$ cat src/rtl/sd_cmd_pkg.sv
// Shared constants and encodings for the SD SPI-mode command sequencer.
// Command indices, R1 bytes, error causes and FSM state encodings.
package sd_cmd_pkg;

    localparam logic [5:0] CMD0  = 6'd0;
    localparam logic [5:0] CMD16 = 6'd16;
    localparam logic [5:0] CMD17 = 6'd17;
    localparam logic [5:0] CMD41 = 6'd41;
    localparam logic [5:0] CMD55 = 6'd55;

    localparam logic [7:0] R1_IDLE  = 8'h01;
    localparam logic [7:0] R1_READY = 8'h00;

    localparam logic [2:0] ERR_NONE   = 3'd0;
    localparam logic [2:0] ERR_CMD0   = 3'd1;
    localparam logic [2:0] ERR_CMD55  = 3'd2;
    localparam logic [2:0] ERR_ACMD41 = 3'd3;
    localparam logic [2:0] ERR_CMD16  = 3'd4;

    localparam logic [31:0] BLOCK_LEN = 32'd512;

    typedef enum logic [2:0] {
        ST_POWERUP,
        ST_CMD0,
        ST_CMD55,
        ST_ACMD41,
        ST_CMD16,
        ST_IDLE,
        ST_CMD17,
        ST_FAIL
    } mainState_t;

    typedef enum logic [1:0] {
        PH_IDLE,
        PH_ISSUE,
        PH_WAIT_LOW,
        PH_WAIT_HIGH
    } phase_t;

endpackage

$ cat src/rtl/sd_card_sequencer_handshake.sv
// Issue / wait-low / wait-high handshake with the SD command executor.
// respValid marks the cycle in which the top decodes the R1 byte.
module sd_cmd_handshake
    import sd_cmd_pkg::*;
(
    input  logic clk400,
    input  logic reset,
    input  logic go,
    input  logic commandDone,
    output logic startCommand,
    output logic respValid
);

    phase_t phase;

    always_ff @(posedge clk400) begin
        if (reset) begin
            phase <= PH_IDLE;
        end else begin
            unique case (phase)
                PH_IDLE:      if (go && commandDone) phase <= PH_ISSUE;
                PH_ISSUE:     phase <= PH_WAIT_LOW;
                PH_WAIT_LOW:  if (!commandDone) phase <= PH_WAIT_HIGH;
                PH_WAIT_HIGH: if (commandDone) phase <= PH_IDLE;
                default:      phase <= PH_IDLE;
            endcase
        end
    end

    // The executor still shows done during ISSUE, so only a low-then-high counts.
    assign startCommand = (phase == PH_ISSUE);
    assign respValid    = (phase == PH_WAIT_HIGH) && commandDone;

endmodule

$ cat src/rtl/sd_card_sequencer.sv
// SPI-mode SD init sequence (CMD0, CMD55/ACMD41, CMD16) and CMD17 reads.
// Drives the executor's command/argument/startCommand interface.
module sd_card_sequencer
    import sd_cmd_pkg::*;
#(
    parameter int unsigned POWERUP_CYCLES = 80,
    parameter int unsigned ACMD41_RETRIES = 1000
) (
    input  logic        clk400,
    input  logic        reset,
    input  logic        readRequest,
    input  logic [22:0] blockAddress,
    output logic        ready,
    output logic        readDone,
    output logic        readError,
    output logic        initError,
    output logic [2:0]  errorCode,
    output logic        csN,
    output logic [5:0]  command,
    output logic [31:0] argument,
    output logic        startCommand,
    input  logic        commandDone,
    input  logic [7:0]  response
);

    localparam int PW = $clog2(POWERUP_CYCLES);
    localparam int RW = $clog2(ACMD41_RETRIES + 1);

    mainState_t    state;
    logic [PW-1:0] powerupCount;
    logic [RW-1:0] retryCount;
    logic          go;
    logic          respValid;

    assign go = (state == ST_CMD0) || (state == ST_CMD55) ||
                (state == ST_ACMD41) || (state == ST_CMD16) ||
                (state == ST_CMD17);

    sd_cmd_handshake handshake (
        .clk400       (clk400),
        .reset        (reset),
        .go           (go),
        .commandDone  (commandDone),
        .startCommand (startCommand),
        .respValid    (respValid)
    );

    always_ff @(posedge clk400) begin
        if (reset) begin
            state        <= ST_POWERUP;
            powerupCount <= '0;
            retryCount   <= '0;
            ready        <= 1'b0;
            readDone     <= 1'b0;
            readError    <= 1'b0;
            initError    <= 1'b0;
            errorCode    <= ERR_NONE;
            csN          <= 1'b1;
            command      <= CMD0;
            argument     <= '0;
        end else begin
            readDone  <= 1'b0;
            readError <= 1'b0;
            unique case (state)
                ST_POWERUP: begin
                    // Leave one cycle early: the handshake adds one before the start pulse.
                    if (32'(powerupCount) == POWERUP_CYCLES - 2) begin
                        state    <= ST_CMD0;
                        csN      <= 1'b0;
                        command  <= CMD0;
                        argument <= '0;
                    end else begin
                        powerupCount <= powerupCount + PW'(1);
                    end
                end
                ST_CMD0: if (respValid) begin
                    if (response == R1_IDLE) begin
                        state   <= ST_CMD55;
                        command <= CMD55;
                    end else begin
                        state     <= ST_FAIL;
                        initError <= 1'b1;
                        errorCode <= ERR_CMD0;
                    end
                end
                ST_CMD55: if (respValid) begin
                    if (response[7:1] == 7'd0) begin
                        state   <= ST_ACMD41;
                        command <= CMD41;
                    end else begin
                        state     <= ST_FAIL;
                        initError <= 1'b1;
                        errorCode <= ERR_CMD55;
                    end
                end
                ST_ACMD41: if (respValid) begin
                    if (response == R1_READY) begin
                        state    <= ST_CMD16;
                        command  <= CMD16;
                        argument <= BLOCK_LEN;
                    end else if (response == R1_IDLE &&
                                 32'(retryCount) + 32'd1 < ACMD41_RETRIES) begin
                        retryCount <= retryCount + RW'(1);
                        state      <= ST_CMD55;
                        command    <= CMD55;
                    end else begin
                        if (response == R1_IDLE)
                            retryCount <= retryCount + RW'(1);
                        state     <= ST_FAIL;
                        initError <= 1'b1;
                        errorCode <= ERR_ACMD41;
                    end
                end
                ST_CMD16: if (respValid) begin
                    if (response == R1_READY) begin
                        state <= ST_IDLE;
                        ready <= 1'b1;
                    end else begin
                        state     <= ST_FAIL;
                        initError <= 1'b1;
                        errorCode <= ERR_CMD16;
                    end
                end
                ST_IDLE: if (readRequest) begin
                    state    <= ST_CMD17;
                    ready    <= 1'b0;
                    command  <= CMD17;
                    argument <= {blockAddress, 9'b0};
                end
                ST_CMD17: if (respValid) begin
                    state     <= ST_IDLE;
                    ready     <= 1'b1;
                    readDone  <= (response == R1_READY);
                    readError <= (response != R1_READY);
                end
                ST_FAIL: ;
                default: state <= ST_FAIL;
            endcase
        end
    end

endmodule

$ cat config.mk
export PLATFORM = sky130hd
export DESIGN_NAME = sd_card_sequencer
export DESIGN_NICKNAME = d
export VERILOG_FILES = /design/src/rtl/sd_cmd_pkg.sv /design/src/rtl/sd_card_sequencer_handshake.sv /design/src/rtl/sd_card_sequencer.sv
export SDC_FILE = /design/constraint.sdc
export NUM_CORES = 1
export LEC_CHECK = 0
export BUFFER_PORTS_ARGS = -buffer_cell sky130_fd_sc_hd__buf_4
export CELL_PAD_IN_SITES_DETAIL_PLACEMENT = 0
export CELL_PAD_IN_SITES_GLOBAL_PLACEMENT = 2
export CORE_ASPECT_RATIO = 0.7
export CORE_UTILIZATION = 28
export CTS_BUF_LIST = sky130_fd_sc_hd__clkbuf_4
export CTS_CLUSTER_DIAMETER = 100
export DETAILED_ROUTE_END_ITERATION = 6
export PLACE_DENSITY_LB_ADDON = 0.2
export SYNTH_ARGS = -nofsm -noshare
export SYNTH_HDL_FRONTEND = slang
export SYNTH_SLANG_ARGS = --single-unit
export TNS_END_PERCENT = 5
$ cat constraint.sdc
create_clock -name clk400 -period 2.4 [get_ports clk400]
set_input_delay 0.48 -clock clk400 [delete_from_list [all_inputs] [get_ports clk400]]
set_output_delay 0.48 -clock clk400 [all_outputs]
set_load 0.03 [all_outputs]
==> impl_metrics.json <==
{
  "antenna_left": 0,
  "r2r_cells": 6,
  "critical_path_class": "register to register",
  "ys_ff_latch": 58,
  "p_per_area_mw_per_mm2": 454,
  "synth_top_area_share_pct": 38.8,
  "synth_area_per_cell_um2": 8.26,
  "port_buffers": 72,
  "yosysTopAreaCell": "dfxtp_1",
  "violations": "DRC",
  "synth-main-ff-cell": "dfxtp_1",
  "hold_path_depth": 2,
  "status": "finished, violations left",
  "grt_pass1_vias": 2694,
  "synth.most_common_cell": "dfxtp_1",
  "worst-path-buf-inv": 0,
  "tritoncts": "built",
  "die_w_um": 125,
  "drt_iter0_markers": 130,
  "maxCapViolCount": 0,
  "nets": 492,
  "slowest_delay_ps": 430,
  "cp_top_family": "compound AO/OA/AOI/OAI gates",
  "yosys-top-cells-area": "dfxtp_1, a21oi_1, nand2_1",
  "pre_cts_ws_ps": -40.5,
  "p_leak_nw": 1.53,
  "required_ps": 2710,
  "die_y_um": 88.4,
  "routedWlPerCell_um": 14.0,
  "max_freq_mhz": 446,
  "dieArea_mm2": 0.0111,
  "routed_wirelength_mm": 8.18,
  "antenna_found_initial": 0,
  "cts.sinks": 58,
  "antenna_cells": 0,
  "reg2reg_slack_ps": 160,
  "peakVddDrop_v": 0.000187,
  "p_int_mw": 1.27,
  "dr_total_vias": 2773,
  "rsz0062_at_grt": "false",
  "firstDrtPassIters": 7,
  "syn_area_mm2": 0.00299,
  "grt_overflow": 0,
  "start_kind": "register",
  "min_period_ps": 2240,
  "syn_to_final_growth_pct": 30.5,
  "hold_viol": 0,
  "crit_arrival_ps": 2550,
  "dp_hpwl_mm": 5.90,
  "fillers": 1088,
  "p_switching_uw": 501,
  "worstPathMaxFanout": 5,
  "synthTopCellsByCount": "dfxtp_1, nand2_1, nor2_1",
  "crit_slowest_cell": "dfxtp_1",
  "ios": 82,
  "vias_per_cell": 4.73,
  "switching_share_pct": 28.3,
  "min_to": "ready$_SDFFE_PP0P_",
  "htree_levels": 3,
  "yosys_warnings": 0,
  "fin_crit_sh_pct": 93.4,
  "end_kind": "register",
  "start_util_pct": 28.9,
  "holdCritStartpoint": "readRequest",
  "gp_routability_congestion": 0.774,
  "async_flop_share_pct": 0,
  "cts_buffer_depth": 2,
  "drc": 9,
  "root_buffer": "clkbuf_4",
  "worstSkewPairLatency_ps": 410,
  "std_cell_rows": 31,
  "ys_seq_area_share_pct": 38.8,
  "cts_hold_buf": 0,
  "comb_power_share_pct": 10.5,
  "finish.utilization_pct": 37.7,
  "finalClockSkew_ps": 19.0,
  "grt_max_degree": 37,
  "drive_gt1_share_pct": 28.4,
  "synth_edf_count": 0,
  "path_cells": "ha_2, nand2_1, o41a_1, a21o_1, o311ai_2, mux2_1",
  "cts_made_buffers": 9,
  "clkTransAtPathRegs_ps": 110,
  "setup_viol": 0,
  "slew_violations": 0,
  "postSynthCellCount": 362,
  "setup_slack_ps": 158,
  "track_usage_pct": 15.8,
  "p_seq_share_pct": 55.7,
  "yosysUniqueCellTypes": 62,
  "reg2reg_from": "retryCount[0]$_SDFFE_PP0P_",
  "p_clk_share_pct": 33.8,
  "worstHoldPathType": "input pin to register",
  "grt_pass1_wl_mm": 13.5,
  "crit_path_start": "retryCount[0]$_SDFFE_PP0P_",
  "core-area_mm2": 0.0104,
  "r2r_end": "command[2]$_SDFFE_PP0P_"
}
==> sequential cells by signal, summed over array words and instances, names as in the netlist, 2 cells and up <==
signal           flops
powerupCount         7
command              5
errorCode            3
state                3
retryCount          10
argument            23
handshake.phase      2
==> cell type report <==
class / instances / area [µm²] / share of cell area [%]
Multi-Input combinational cell: 274 / 1680 / 43.1
Sequential cell: 58 / 1160 / 29.8
Timing Repair Buffer: 100 / 763 / 19.6
Tap cell: 132 / 165 / 4.23
Clock buffer: 10 / 75.1 / 1.92
Clock inverter: 6 / 33.8 / 0.866
Inverter: 6 / 22.5 / 0.577
==> logic make-up after synthesis <==
| group | share of synthesized area [%] |
|---|---|
| compound gates | 18.0 |
| flops | 38.8 |
| buf+inv | 6.40 |
| mux | 2.09 |
| fa+ha+maj | 3.35 |
| simple gates | 27.4 |
| other cells | 0.125 |
| xor+xnor | 3.81 |
==> worst reg2reg max path: stages (launching register included) <==
cell and delay [ps]:
dfxtp_1 430, ha_2 250, nand2_1 140, o41a_1 410
a21o_1 230, o311ai_2 340, mux2_1 360
==> how the worst max path moves through the flow <==
stage | endpoint | slack (ps) | cells after the start
global placement | command[2]$_SDFFE_PP0P_ | -10 | 7
finish | command[2]$_SDFFE_PP0P_ | 160 | 6
floorplan | command[0]$_SDFFE_PP0P_ | 30 | 7
global route | command[0]$_SDFFE_PP0P_ | 10 | 6
CTS | command[2]$_SDFFE_PP0P_ | 130 | 6
detailed placement | command[0]$_SDFFE_PP0P_ | -40 | 7
==> cell usage in the layout, fill, tap and decap left out, types with 7 or more instances in the layout <==
| cell type | instances |
|---|---|
| xnor2_1 | 7 |
| conb_1 | 9 |
| buf_4 | 99 |
| clkbuf_4 | 10 |
| nor2_1 | 36 |
| nand3_1 | 27 |
| dfxtp_1 | 58 |
| ha_1 | 7 |
| nand2_1 | 45 |
| a21oi_1 | 35 |
| o21ai_0 | 9 |
| nand4_1 | 8 |
==> power groups by stage <==
stage,clock network (mW),registers [mW],logic (mW)
after floorplan,0,1.01,0.122
after global placement,0,1.01,0.187
after detailed placement,0,1.01,0.187
after CTS,0.641,0.987,0.189
after global routing,0.675,0.990,0.207
final,0.599,0.987,0.186
==> what timing repair did <==
item | in CTS | in global routing
gates resized for setup | 0 | 2
endpoints found under the setup margin | 0 | 2
endpoints found under the hold margin | 0 | 0
buffers inserted | 0 | 0
==> per-stage QoR <==
stage / std cells / total power, mW / setup TNS, ps / instance area, µm² / hold slack (ps)
2_1_floorplan: 370 / 1.13 / 0 / 3020 / 454
3_3_place_gp: 570 / 1.20 / -26.5 / 3780 / 438
3_5_place_dp: 570 / 1.20 / -114 / 3780 / 447
4_1_cts: 586 / 1.82 / 0 / 3890 / 205
5_1_grt: 586 / 1.87 / 0 / 3900 / 209
6_report: 586 / 1.77 / 0 / 3900 / 253
==> routing by layer <==
layer	global-route usage (%)	up-vias	part of all wire (%)
li1	-	1440	-
met1	21.9	1271	52
met2	22.9	60	43
met3	4.59	2	4.4
met4	6.10	0	0.45
met5	0	-	0
No activity file was read; power rests on OpenSTA's default activity.
